## config.mk

```make
export PLATFORM = sky130hd
export DESIGN_NAME = wb_stream_reader
export DESIGN_NICKNAME = d
export VERILOG_FILES = /design/src/rtl/wb_stream_pkg.sv /design/src/rtl/stream_fifo.sv /design/src/rtl/wb_stream_reader.sv
export SDC_FILE = /design/constraint.sdc
export NUM_CORES = 1
export LEC_CHECK = 0
export ABC_CLOCK_PERIOD_IN_PS = 4900
export BUFFER_PORTS_ARGS = -buffer_cell sky130_fd_sc_hd__buf_2
export CAP_MARGIN = 20
export CORE_MARGIN = 2
export CORE_UTILIZATION = 45
export CTS_CLUSTER_SIZE = 20
export DETAILED_ROUTE_END_ITERATION = 7
export PLACE_DENSITY_LB_ADDON = 0.3
export SYNTH_ARGS = -nofsm -noshare
export SYNTH_HDL_FRONTEND = slang
export SYNTH_SLANG_ARGS = --single-unit
```

## constraint.sdc

```tcl
create_clock -name clk -period 4.9 [get_ports clk]
set_clock_uncertainty 0.2 [all_clocks]
set_input_delay 0.735 -clock clk [delete_from_list [all_inputs] [get_ports clk]]
set_output_delay 0.735 -clock clk [all_outputs]
set_load 0.05 [all_outputs]
```

## src/rtl/wb_stream_pkg.sv

```systemverilog
`default_nettype none
// ============================================================================
// Module   : wb_stream_pkg
// Purpose  : Shared Wishbone cycle-type constants and DMA FSM state encoding
//            for wb_stream_reader.
// Revision : 1.0
// ============================================================================
package wb_stream_pkg;

    localparam logic [2:0] CTI_CLASSIC = 3'b000;
    localparam logic [2:0] CTI_INC     = 3'b010;
    localparam logic [2:0] CTI_EOB     = 3'b111;
    localparam logic [1:0] BTE_LINEAR  = 2'b00;

    typedef enum logic [1:0] {
        ST_IDLE  = 2'd0,
        ST_WAIT  = 2'd1,
        ST_BURST = 2'd2,
        ST_DONE  = 2'd3
    } state_t;

endpackage
`default_nettype wire

```

## src/rtl/stream_fifo.sv

```systemverilog
`default_nettype none
// ============================================================================
// Module   : stream_fifo
// Purpose  : First-word-fall-through synchronous FIFO with flush and count.
// Revision : 1.0
// ============================================================================
module stream_fifo #(
    parameter int FIFO_AW = 5,
    parameter int WB_DW   = 32
) (
    input  logic               clk,
    input  logic               rst_n,
    input  logic               push,
    input  logic [WB_DW-1:0]   wdata,
    input  logic               pop,
    input  logic               flush,
    output logic [WB_DW-1:0]   rdata,
    output logic               full,
    output logic [FIFO_AW:0]   count
);

    localparam int               DEPTH   = 2 ** FIFO_AW;
    localparam logic [FIFO_AW:0] DEPTH_C = (FIFO_AW + 1)'(DEPTH);

    logic [WB_DW-1:0]   mem [DEPTH];
    logic [FIFO_AW-1:0] wr_ptr;
    logic [FIFO_AW-1:0] rd_ptr;
    logic               do_push;
    logic               do_pop;

    assign full    = (count == DEPTH_C);
    assign do_push = push && !full;
    assign do_pop  = pop && (count != '0);
    assign rdata   = mem[rd_ptr];

    always_ff @(posedge clk or negedge rst_n) begin
        if (!rst_n) begin
            wr_ptr <= '0;
            rd_ptr <= '0;
            count  <= '0;
        end else if (flush) begin
            wr_ptr <= '0;
            rd_ptr <= '0;
            count  <= '0;
        end else begin
            if (do_push) wr_ptr <= wr_ptr + FIFO_AW'(1);
            if (do_pop)  rd_ptr <= rd_ptr + FIFO_AW'(1);
            case ({do_push, do_pop})
                2'b10:   count <= count + (FIFO_AW + 1)'(1);
                2'b01:   count <= count - (FIFO_AW + 1)'(1);
                default: count <= count;
            endcase
        end
    end

    // Storage needs no reset: pointers and count define what is valid.
    always_ff @(posedge clk) begin
        if (do_push) mem[wr_ptr] <= wdata;
    end

endmodule
`default_nettype wire

```

## src/rtl/wb_stream_reader.sv

```systemverilog
`default_nettype none
// ============================================================================
// Module   : wb_stream_reader
// Purpose  : Stream-to-memory DMA writing FIFO-buffered words with Wishbone
//            incrementing bursts. Define WB_STREAM_READER_WRAP_EN for
//            circular-buffer operation.
// Revision : 1.0
// ============================================================================
module wb_stream_reader #(
    parameter int WB_AW         = 32,
    parameter int WB_DW         = 32,
    parameter int FIFO_AW       = 5,
    parameter int MAX_BURST_LEN = 128
) (
    input  logic               clk,
    input  logic               rst_n,
    output logic [WB_AW-1:0]   wbm_adr_o,
    output logic [WB_DW-1:0]   wbm_dat_o,
    output logic [WB_DW/8-1:0] wbm_sel_o,
    output logic               wbm_we_o,
    output logic               wbm_cyc_o,
    output logic               wbm_stb_o,
    output logic [2:0]         wbm_cti_o,
    output logic [1:0]         wbm_bte_o,
    input  logic [WB_DW-1:0]   wbm_dat_i,
    input  logic               wbm_ack_i,
    input  logic               wbm_err_i,
    input  logic               wbm_rty_i,
    input  logic [WB_DW-1:0]   stream_s_data_i,
    input  logic               stream_s_valid_i,
    output logic               stream_s_ready_o,
    input  logic [WB_AW-1:0]   cfg_start_adr_i,
    input  logic [WB_AW-1:0]   cfg_buf_size_i,
    input  logic [15:0]        cfg_burst_size_i,
    input  logic               cfg_enable_i,
    output logic               busy_o,
    output logic               done_o,
    output logic               err_o
);
    import wb_stream_pkg::*;

    localparam int             WSB      = WB_DW / 8;
    localparam int             WSB_LG   = $clog2(WSB);
    localparam int             DEPTH    = 2 ** FIFO_AW;
    localparam int             LW       = (WB_AW > 17) ? WB_AW : 17;
    localparam logic [WB_AW-1:0] ADR_MASK = WB_AW'(WSB - 1);

    state_t             state, state_nxt;
    logic [WB_AW-1:0]   adr, adr_nxt;
    logic [WB_AW-1:0]   rem, rem_nxt;
    logic [LW-1:0]      beats, beats_nxt;
    logic [15:0]        burst_q, burst_nxt;
    logic               err_q, err_nxt;
    logic               done_q, done_nxt;
    logic               ready_en;
`ifdef WB_STREAM_READER_WRAP_EN
    logic [WB_AW-1:0]   start_q, start_nxt;
    logic [WB_AW-1:0]   words_q, words_nxt;
`endif

    logic [WB_AW-1:0]   cfg_words;
    logic [LW-1:0]      blen;
    logic               cyc;
    logic               fifo_pop;
    logic               fifo_flush;
    logic               fifo_full;
    logic [FIFO_AW:0]   fifo_count;
    logic [WB_DW-1:0]   fifo_head;
    logic               unused_ok;

    assign unused_ok = ^{wbm_dat_i, wbm_rty_i};
    assign cfg_words = cfg_buf_size_i >> WSB_LG;

    // ready is registered state only; held low until the first edge out of reset.
    assign stream_s_ready_o = ready_en && !fifo_full;

    stream_fifo #(
        .FIFO_AW (FIFO_AW),
        .WB_DW   (WB_DW)
    ) u_fifo (
        .clk   (clk),
        .rst_n (rst_n),
        .push  (stream_s_valid_i && stream_s_ready_o),
        .wdata (stream_s_data_i),
        .pop   (fifo_pop),
        .flush (fifo_flush),
        .rdata (fifo_head),
        .full  (fifo_full),
        .count (fifo_count)
    );

    always_comb begin
        blen = (burst_q == 16'd0) ? LW'(1) : LW'(burst_q);
        if (blen > LW'(MAX_BURST_LEN)) blen = LW'(MAX_BURST_LEN);
        if (blen > LW'(DEPTH))         blen = LW'(DEPTH);
        if (blen > LW'(rem))           blen = LW'(rem);
    end

    always_comb begin
        state_nxt  = state;
        adr_nxt    = adr;
        rem_nxt    = rem;
        beats_nxt  = beats;
        burst_nxt  = burst_q;
        err_nxt    = err_q;
        done_nxt   = 1'b0;
        fifo_pop   = 1'b0;
        fifo_flush = 1'b0;
`ifdef WB_STREAM_READER_WRAP_EN
        start_nxt  = start_q;
        words_nxt  = words_q;
`endif
        case (state)
            ST_IDLE: begin
                if (cfg_enable_i) begin
                    err_nxt   = 1'b0;
                    adr_nxt   = cfg_start_adr_i & ~ADR_MASK;
                    rem_nxt   = cfg_words;
                    burst_nxt = cfg_burst_size_i;
`ifdef WB_STREAM_READER_WRAP_EN
                    start_nxt = cfg_start_adr_i & ~ADR_MASK;
                    words_nxt = cfg_words;
`endif
                    if (cfg_words == '0) begin
                        state_nxt = ST_DONE;
                        done_nxt  = 1'b1;
                    end else begin
                        state_nxt = ST_WAIT;
                    end
                end
            end
            ST_WAIT: begin
                if (LW'(fifo_count) >= blen) begin
                    beats_nxt = blen;
                    state_nxt = ST_BURST;
                end
            end
            ST_BURST: begin
                if (wbm_err_i) begin
                    err_nxt    = 1'b1;
                    fifo_flush = 1'b1;
                    state_nxt  = ST_IDLE;
                end else if (wbm_ack_i) begin
                    fifo_pop  = 1'b1;
                    adr_nxt   = adr + WB_AW'(WSB);
                    rem_nxt   = rem - WB_AW'(1);
                    beats_nxt = beats - LW'(1);
                    if (beats == LW'(1)) begin
                        if (rem == WB_AW'(1)) begin
`ifdef WB_STREAM_READER_WRAP_EN
                            if (cfg_enable_i) begin
                                adr_nxt   = start_q;
                                rem_nxt   = words_q;
                                state_nxt = ST_WAIT;
                            end else begin
                                state_nxt = ST_DONE;
                            end
`else
                            state_nxt = ST_DONE;
`endif
                            done_nxt = 1'b1;
                        end else begin
                            state_nxt = ST_WAIT;
                        end
                    end
                end
            end
            ST_DONE:  state_nxt = ST_IDLE;
            default:  state_nxt = ST_IDLE;
        endcase
    end

    always_ff @(posedge clk or negedge rst_n) begin
        if (!rst_n) begin
            state    <= ST_IDLE;
            adr      <= '0;
            rem      <= '0;
            beats    <= '0;
            burst_q  <= '0;
            err_q    <= 1'b0;
            done_q   <= 1'b0;
            ready_en <= 1'b0;
`ifdef WB_STREAM_READER_WRAP_EN
            start_q  <= '0;
            words_q  <= '0;
`endif
        end else begin
            state    <= state_nxt;
            adr      <= adr_nxt;
            rem      <= rem_nxt;
            beats    <= beats_nxt;
            burst_q  <= burst_nxt;
            err_q    <= err_nxt;
            done_q   <= done_nxt;
            ready_en <= 1'b1;
`ifdef WB_STREAM_READER_WRAP_EN
            start_q  <= start_nxt;
            words_q  <= words_nxt;
`endif
        end
    end

    assign cyc       = (state == ST_BURST);
    assign wbm_cyc_o = cyc;
    assign wbm_stb_o = cyc;
    assign wbm_we_o  = cyc;
    assign wbm_sel_o = cyc ? '1 : '0;
    assign wbm_adr_o = adr;
    assign wbm_dat_o = fifo_head;
    assign wbm_bte_o = BTE_LINEAR;
    assign wbm_cti_o = !cyc ? CTI_CLASSIC : ((beats == LW'(1)) ? CTI_EOB : CTI_INC);
    assign busy_o    = (state != ST_IDLE);
    assign done_o    = done_q;
    assign err_o     = err_q;

endmodule
`default_nettype wire

```

-- Word level (Yosys, flattened, before mapping)
Memories as Yosys holds them, arrays and structs flattened.
Cells that the tools add are included.
- flip-flop bits (word level): 133
- memory bits (writable): 1024
- output and inout bits: 80
- memories: 1
- $add $sub $neg: 7
- order comparisons: 4
- equal/unequal tests: 15
- multiplexer cells: 50
- reductions and logical operators: 20
- memory list (memory ; words ; width ; rd ports ; clocked after Yosys merged registers in ; wr ports ; line ; source):
    u_fifo.mem ; 32 ; 32 ; 1 ; 0 ; 1 ; stream_fifo.sv:25 ; logic [WB_DW-1:0] mem [DEPTH];
- operators by type and width (operator ; number):
    2-to-1 mux 32 bit ; 12
    case mux 32 bit (2 select lines) ; 3
    equality test 32 x 1 -> 1 bit (second input constant) ; 2
    subtractor 32 x 1 -> 32 bit (second input constant) ; 2
    adder 32 x 3 -> 32 bit (second input constant) ; 1
    greater-or-equal comparator 6 x 32 -> 1 bit ; 1
    greater-than comparator 32 bit ; 1
    greater-than comparator 32 x 6 -> 1 bit (second input constant) ; 1
    logical NOT 32 bit ; 1
    2-to-1 mux 5 bit ; 4
    greater-than comparator 16 x 8 -> 1 bit (second input constant) ; 1
    logical NOT 16 bit ; 1
    2-to-1 mux 16 bit ; 1
    2-to-1 mux 1 bit ; 15
    2-to-1 mux 2 bit ; 7
    case mux 6 bit (2 select lines) ; 1
    AND reduction 4 bit ; 3
    adder 5 x 1 -> 5 bit (second input constant) ; 2
    != test 2 bit (second input constant) ; 5
    nonzero test 2 bit ; 5
    case mux 2 bit (4 select lines) ; 1
    adder 6 x 1 -> 6 bit (second input constant) ; 1
    equality test 2 bit (second input constant) ; 3
    equality test 6 bit (second input constant) ; 1
    15 further kinds ; 21

-- Longest topological paths before layout
Gate-level depths: netlist (run 1).
- word-level depth: 11
- mapped depth: 20
- depth with buffers taken out: 19

-- By module
A second synthesis (run 1) with hierarchy kept.
- cells, all modules: 2517
- area total of the unflattened synthesis: 47376.7 um2
- by module, submodules not included (module ; instances ; cells an instance ; area each (um2)):
    stream_fifo ; 1 ; 1620 ; 40005.9
    wb_stream_reader ; 1 ; 897 ; 7370.8

-- Least setup slack after synthesis (run 1)
No wires, ideal clock.
- kind: flip-flop to flip-flop
- start: register burst_q[1]
- end: register beats[28]
- arrival time: 3891 ps
- data required time: 4590 ps
- slack: 699 ps
- stages on the path, launching flop included: 20
- buffers on the path: 1
- cells stage by stage: dfrtp_1 -> nor4_1 -> nand2b_1 -> a21o_1 -> nor2_1 -> ha_1 -> nor2b_1 -> o21bai_1 -> a31oi_1 -> o21ai_2 -> mux2_2 -> ha_1 -> nand2b_1 -> a21oi_1 -> o21ai_0 -> a31o_2 -> a31oi_4 -> buf_2 -> o21ai_1 -> o41ai_1
- longest elaborated chain between the ends: 11
- RTL lines (item ; line ; source):
    from (decl) ; wb_stream_reader.sv:52 ; logic [15:0] burst_q, burst_nxt;
    from (signal assigned) ; wb_stream_reader.sv:192 ; burst_q <= burst_nxt;
    logical NOT 16 bit ; wb_stream_reader.sv:93 ; blen = (burst_q == 16'd0) ? LW'(1) : LW'(burst_q);
    2-to-1 mux 16 bit (*) ; wb_stream_reader.sv:93 ;
    greater-than comparator 16 x 8 -> 1 bit ; wb_stream_reader.sv:94 ; if (blen > LW'(MAX_BURST_LEN)) blen = LW'(MAX_BURST_LEN);
    2-to-1 mux 32 bit (*) ; wb_stream_reader.sv:94 ;
    greater-than comparator 32 x 6 -> 1 bit ; wb_stream_reader.sv:95 ; if (blen > LW'(DEPTH)) blen = LW'(DEPTH);
    2-to-1 mux 32 bit (*) ; wb_stream_reader.sv:95 ;
    greater-than comparator 32 bit ; wb_stream_reader.sv:96 ; if (blen > LW'(rem)) blen = LW'(rem);
    2-to-1 mux 32 bit (*) ; wb_stream_reader.sv:96 ;
    greater-or-equal comparator 6 x 32 -> 1 bit ; wb_stream_reader.sv:133 ; if (LW'(fifo_count) >= blen) begin
    != test 2 bit (no source line) ; -- ;
    AND reduction 4 bit (no source line) ; -- ;
    to (signal assigned) ; wb_stream_reader.sv:191 ; beats <= beats_nxt;
    to (decl) ; wb_stream_reader.sv:51 ; logic [LW-1:0] beats, beats_nxt;
Every way passes the cells marked *; elsewhere a longest branch is shown, timed or not. The select of a mux whose other input is x is not followed.
A chain may end at the register's enable or synchronous reset.

-- Final worst setup path (run 1)
- start: register burst_q[6]
- end: register beats[1]
The elaborated chain is that of the path after synthesis.

==> results.cfg, run 1 <==
[setup_path]
cp_num_buf_inv = 2
crit_path_start_kind = register
cp.depth = 18
critPathTopFamily = compound AO/OA/AOI/OAI gates
critPathRequiredTime_ps = 5270
setup.worst_path.class = reg -> reg
r2r_cells = 18
slowest_stage = dfrtp_1
worstPathMaxFanout = 45
cp_cell_sequence = nor4_2 > nand3_1 > or2_2 > ha_1 > nand4_1 > o21bai_1 > a31oi_1 > o21ai_2 > buf_4 > mux2i_2 > ha_1 > a21oi_1 > o21ai_0 > a31o_2 > a31oi_4 > buf_12 > a21oi_1 > a22o_1
regToRegSetupSlack_ps = 270
max_stage_delay_ps = 390
cp.arrival_ps = 5000
endpoint_kind = register

[drt]
route.met2.wl_um = 56200
vias = 25237
wl_per_cell_um = 26.7
vias_per_cell = 5.94
dr_wl_met3_um = 8100
routed_wirelength_um = 114000
ant_nets = 0
dr.pass1.iters = 7
highest_layer = met5
met1_length_um = 46700
drt-initial-drc-count = 2860
drc = 0

[finish]
final_cell_mix = 1024 x edfxtp_1, 320 x mux4_2, 188 x buf_2
drive_above_1_share = 0.309
syn_to_final_growth_pct = 15.0
layout_commonest_cell = edfxtp_1
design_area_um2 = 54200
layout.nets = 2952

[yosys]
synthFlopType = edfxtp_1
synth_area_per_cell_um2 = 18.9
syn-instance-count = 2493
ys_types = 71
ys_ff_latch = 1155
synth_area_um2 = 47100
synth_edf_count = 1024
synth_seq_area_share = 0.722
async_flop_share = 0.113
ys_warn_count = 0

[sta]
layout_min_cycle_time_ps = 4630
setup_violations = 0
maxSlewHeadroom = 0.280
hold_violations = 0
max_freq_mhz = 216
slew_violations = 0
rsz0062_at_grt = false
finalSetupTns_ps = 0
worst_pin_slew_ps = 1080
fin_crit_sh = 0.945

[placement]
portBuffers = 189
place_area_um2 = 50400
gp_congestion = 0.844
dpl.hpwl_um = 63700

[clock_network]
htreeDepth = 3
cts-root-buf = clkbuf_16
tritoncts = done
clkTransAtPathRegs_ps = 60
cts_buffer_depth = 3
cts_sinks = 1155
cts_buffers = 115
clk_latency_ps = 720
post_cts_buffers = 0

[die]
ios = 231
initial_core_util = 0.455
die_height_um = 328
dieArea_um2 = 107000
rows = 118
core_um2 = 104000
die_x_um = 328

[global_routing]
grt_pass1_wl_um = 168000
grt_usage = 0.211
grt_max_degree = 105
antenna_found_initial = 12
grt_pass1_vias = 25629
gr-total-overflow = 0

[status]
status = completed

[flow_run]
maxCapViolCount = 0

[hold_path]
worstHoldPathCells = 2
hold_class = in -> reg

[pwr]
p_leak_nw = 17.6
ir_worst_vdd_v = 0.000471
p_per_area_nw_per_um2 = 498
==> state kept, by name, indices dropped and copies added, names as in the netlist <==
register	cells
burst_q	16
rem	32
ready_en	1
err_o	1
done_o	1
wbm_adr_o	30
u_fifo.wr_ptr	5
state	2
u_fifo.rd_ptr	5
u_fifo.count	6
beats	32
u_fifo.mem	1024
==> worst paths after layout <==
kind	from	endpoint
worst max-delay path	burst_q[6]	beats[1]
worst min-delay path	cfg_start_adr_i[30]	wbm_adr_o[30]
worst max register to register	burst_q[6]	beats[1]
worst min register to register	beats[17]	beats[17]
max in group asynchronous	rst_n	beats[15]
min in group asynchronous	rst_n	wbm_adr_o[26]
==> synthesized netlist by cell type, types with 11 or more instances <==
master / count / area, µm²
a21oi_1: 113 / 566
a22oi_1: 11 / 82.6
a31oi_1: 12 / 75.1
and3_1: 15 / 93.8
buf_1: 12 / 45.0
buf_2: 33 / 165
buf_4: 13 / 97.6
clkbuf_1: 88 / 330
dfrtp_1: 131 / 3280
edfxtp_1: 1024 / 30700
ha_1: 36 / 450
inv_1: 41 / 154
mux2_2: 46 / 518
mux4_2: 320 / 7210
nand2_1: 76 / 285
nand3_1: 37 / 185
nand4_1: 16 / 100
nor2_1: 139 / 522
nor3_1: 28 / 140
nor4_1: 17 / 106
o21ai_0: 67 / 335
o21ai_1: 49 / 245
o22ai_1: 17 / 106
==> report_power, final <==
group / internal (mW) / switching [mW]
logic: 2.60 / 3.80
registers: 11.4 / 0.692
clock network: 4.77 / 3.73
total: 18.8 / 8.22
==> worst register-to-register path, stage by stage, from the launching register on <==
cell      delay, ps
dfrtp_1         390
nor4_2          310
nand3_1         200
or2_2           360
ha_1            330
nand4_1         140
o21bai_1        190
a31oi_1         320
o21ai_2         120
buf_4           200
mux2i_2         230
ha_1            280
a21oi_1         140
o21ai_0         110
a31o_2          300
a31oi_4         160
buf_12          240
a21oi_1          70
a22o_1          200
==> per-stage QoR <==
stage / util / power (mW) / setup WS, ps / std cells / hold slack, ps
finish: 0.523 / 27.0 / 269 / 4251 / 54.9
detailed placement: 0.487 / 18.7 / 242 / 4025 / 268
floorplan: - / 16.9 / 699 / 2506 / 233
global route: 0.523 / 28.2 / 30.0 / 4249 / 19.0
global placement: 0.487 / 18.5 / 365 / 4025 / 248
CTS: 0.522 / 27.2 / 173 / 4243 / 3.70
==> logic make-up after synthesis <==
family | Yosys count | synth area share
flops | 1155 | 0.722
xor+xnor | 14 | 0.00260
mux | 375 | 0.166
buf+inv | 189 | 0.0170
other cells | 2 | 0.000159
fa+ha+maj | 37 | 0.00999
compound gates | 334 | 0.0416
simple gates | 387 | 0.0406
==> routing by layer <==
layer  vias to the layer above  global-route usage
li1                      10711                   -
met1                     13329               0.294
met2                      1008               0.348
met3                       185              0.0342
met4                         4              0.0610
met5                         -                   0
==> what timing repair did <==
action	4_1_cts	5_1_grt
gates resized for setup	0	3
setup endpoints to repair	0	8
endpoints found under the hold margin	87	0
hold buffers	1	0
==> cell type report <==
type	instances	area, µm²
clock buffers	153	3130
repair buffers	287	1940
fillers	8088	49500
well taps	1380	1730
diodes	7	17.5
inverters	43	163
clock inverters	64	528
multi-input cells	1162	12600
flip-flops and latches	1155	34000
Note: power is estimated with default switching activity, not from simulation.
==> inputs of run 2 (changes only) <==
- ABC_CLOCK_PERIOD_IN_PS: 4900 -> 5000
- clock period: 4.9 -> 5 ns (I/O delays scaled with it)
==> run 2 against run 1 <==
Critical path depth increased by 2; critical path type unchanged; first-iteration DRC count down 8.0%; register-to-register slack improved by 110 ps; sequential power about the same; largest cell class unchanged; worst hold slack improved by 3.9 ps; count of clock-buffer cells in the layout is 11 lower; critical endpoint is now beats[26]; global-route usage up 0.12 points; sequential cell count is the same.
==> results.cfg, run 2 (synthesis gave the netlist of run 1 again) <==
[pwr]
totalPowerFinal_mw = 27.1
ir_worst_vdd_v = 0.000411
pwr-share-comb = 0.231
p_int_mw = 18.9
p_clk_frac = 0.331
netSwitchingFraction = 0.300
p_leak_nw = 17.8
seqPwrFrac = 0.437
p_switching_mw = 8.13
p_per_area_nw_per_um2 = 497

[hold_path]
hold_class = in -> reg
hold_end = wbm_adr_o[30]
worstHoldPathCells = 2
hold_start = cfg_start_adr_i[30]

[finish]
top_register = u_fifo.mem
largest_reg_flops = 1024
drive_above_1_share = 0.308
layout_commonest_cell = edfxtp_1
top_regs = u_fifo.mem (1024), beats (32), rem (32)
final_cell_mix = 1024 x edfxtp_1, 320 x mux4_2, 188 x buf_2
layout.nets = 2940
syn_to_final_growth_pct = 15.6
n_fill_cell = 8138

[sta]
layout_min_cycle_time_ps = 4620
slew_violations = 0
setup_violations = 0
worst_pin_slew_ps = 1040
maxSlewHeadroom = 0.306
hold_violations = 0
rsz0062_at_grt = false
finalSetupTns_ps = 0
max_freq_mhz = 216
fin_crit_sh = 0.925

[drt]
drc = 0
vias_per_cell = 6.01
dr.pass1.iters = 6
ant_nets = 0
drt-initial-drc-count = 2632
routed_wirelength_um = 114000
wl_per_cell_um = 27.0
vias = 25472

[setup_path]
regToRegSetupSlack_ps = 380
cp_cell_sequence = nor4_1 > nand3_1 > or2_2 > nor2_1 > inv_1 > ha_1 > nand4_1 > nor4_1 > nor3_2 > o21ai_2 > mux2_2 > ha_1 > nand2b_1 > a21oi_1 > o21ai_0 > a31o_2 > a31oi_4 > buf_12 > o21ai_1 > o31ai_1
slowest_stage = dfrtp_1
critPathTopFamily = simple AND/OR/NAND/NOR gates
endpoint_kind = register
crit_path_start_kind = register
max_stage_delay_ps = 370
r2r_cells = 20
setup.worst_path.class = reg -> reg
critPathRequiredTime_ps = 5350
cp_num_buf_inv = 2
worstReg2RegEnd = beats[26]
worstPathMaxFanout = 32
timing.rr.start = burst_q[6]
cp.arrival_ps = 4970

[die]
dieArea_um2 = 107000
ios = 231
die_x_um = 328
die_height_um = 328
rows = 118
core_um2 = 104000
initial_core_util = 0.455

[global_routing]
antenna_found_initial = 9
grt_usage = 0.213
grt_max_degree = 96
grt_pass1_wl_um = 169000
grt_pass1_vias = 25754
gr-total-overflow = 0

[clock_network]
cts_buffers = 117
clk_latency_ps = 710
cts-root-buf = clkbuf_16
cts_sinks = 1155
htreeDepth = 3
cts_buffer_depth = 3
tritoncts = done
clkTransAtPathRegs_ps = 60

[flow_run]
maxCapViolCount = 0

[placement]
gp_congestion = 0.837
portBuffers = 189
dpl.hpwl_um = 63900

[status]
status = completed
-- run 2: cell count changes in the layout (fill, tap and decap cells not counted), moves of 4 or more --
cell / delta
clkinv_2: +7
clkinv_1: +4
buf_4: -22
clkinvlp_4: -6
buf_12: +9
bufinv_16: +11
clkbuf_1: -10
-- run 2: what timing repair did --
item / CTS / global route
setup endpoints to repair: 0 / 24
hold buffers: 1 / 0
gates resized for setup: 0 / 1
setup buffers: 0 / 1
endpoints found under the hold margin: 79 / 0
-- run 2: area by class of cell --
type / count / area (µm²) / area share
clock inverters: 80 / 882 / 0.0162
inverters: 43 / 163 / 0.00299
flip-flops and latches: 1155 / 34000 / 0.625
repair buffers: 273 / 1920 / 0.0353
well taps: 1380 / 1730 / 0.0317
multi-input cells: 1162 / 12600 / 0.231
clock buffers: 142 / 3090 / 0.0568
diodes: 4 / 10.0 / 0.000184
-- run 2: how the worst max path moves through the flow --
stage	startpoint	end	slack (ps)	cells past startpoint
floorplan	burst_q[1]	beats[28]	800	19
global placement	burst_q[6]	beats[16]	440	18
detailed placement	burst_q[6]	beats[9]	380	20
CTS	burst_q[6]	beats[26]	290	20
global route	burst_q[6]	beats[26]	30	20
finish	burst_q[6]	beats[26]	380	20
-- run 2: power by group through the flow --
stage	Clock [mW]	Sequential, mW	Combinational, mW
after floorplan	0	12.2	4.36
after global placement	0	11.9	6.10
after detailed placement	0	12.0	6.26
after CTS	9.14	11.8	6.30
after global routing	9.50	11.9	6.79
final	8.97	11.8	6.26
-- run 2: metrics by stage --
| step | utilization | cell area (µm²) | setup WS (ps) | std cells | hold slack [ps] |
|---|---|---|---|---|---|
| 3_5_place_dp | 0.487 | 50400 | 378 | 4011 | 257 |
| 5_1_grt | 0.525 | 54400 | 26.5 | 4237 | 27.0 |
| 3_3_place_gp | 0.487 | 50400 | 439 | 4011 | 248 |
| 2_1_floorplan | - | 47200 | 799 | 2506 | 233 |
| 4_1_cts | 0.525 | 54400 | 293 | 4234 | 5.90 |
| 6_report | 0.525 | 54400 | 375 | 4239 | 58.8 |
-- run 2: layer usage --
layer | GRT usage | share of wire | vias to the layer above
li1 | - | - | 10719
met1 | 0.299 | 0.41 | 13537
met2 | 0.351 | 0.50 | 1054
met3 | 0.0367 | 0.073 | 156
met4 | 0.0477 | 0.017 | 6
met5 | 0 | 0.00030 | -
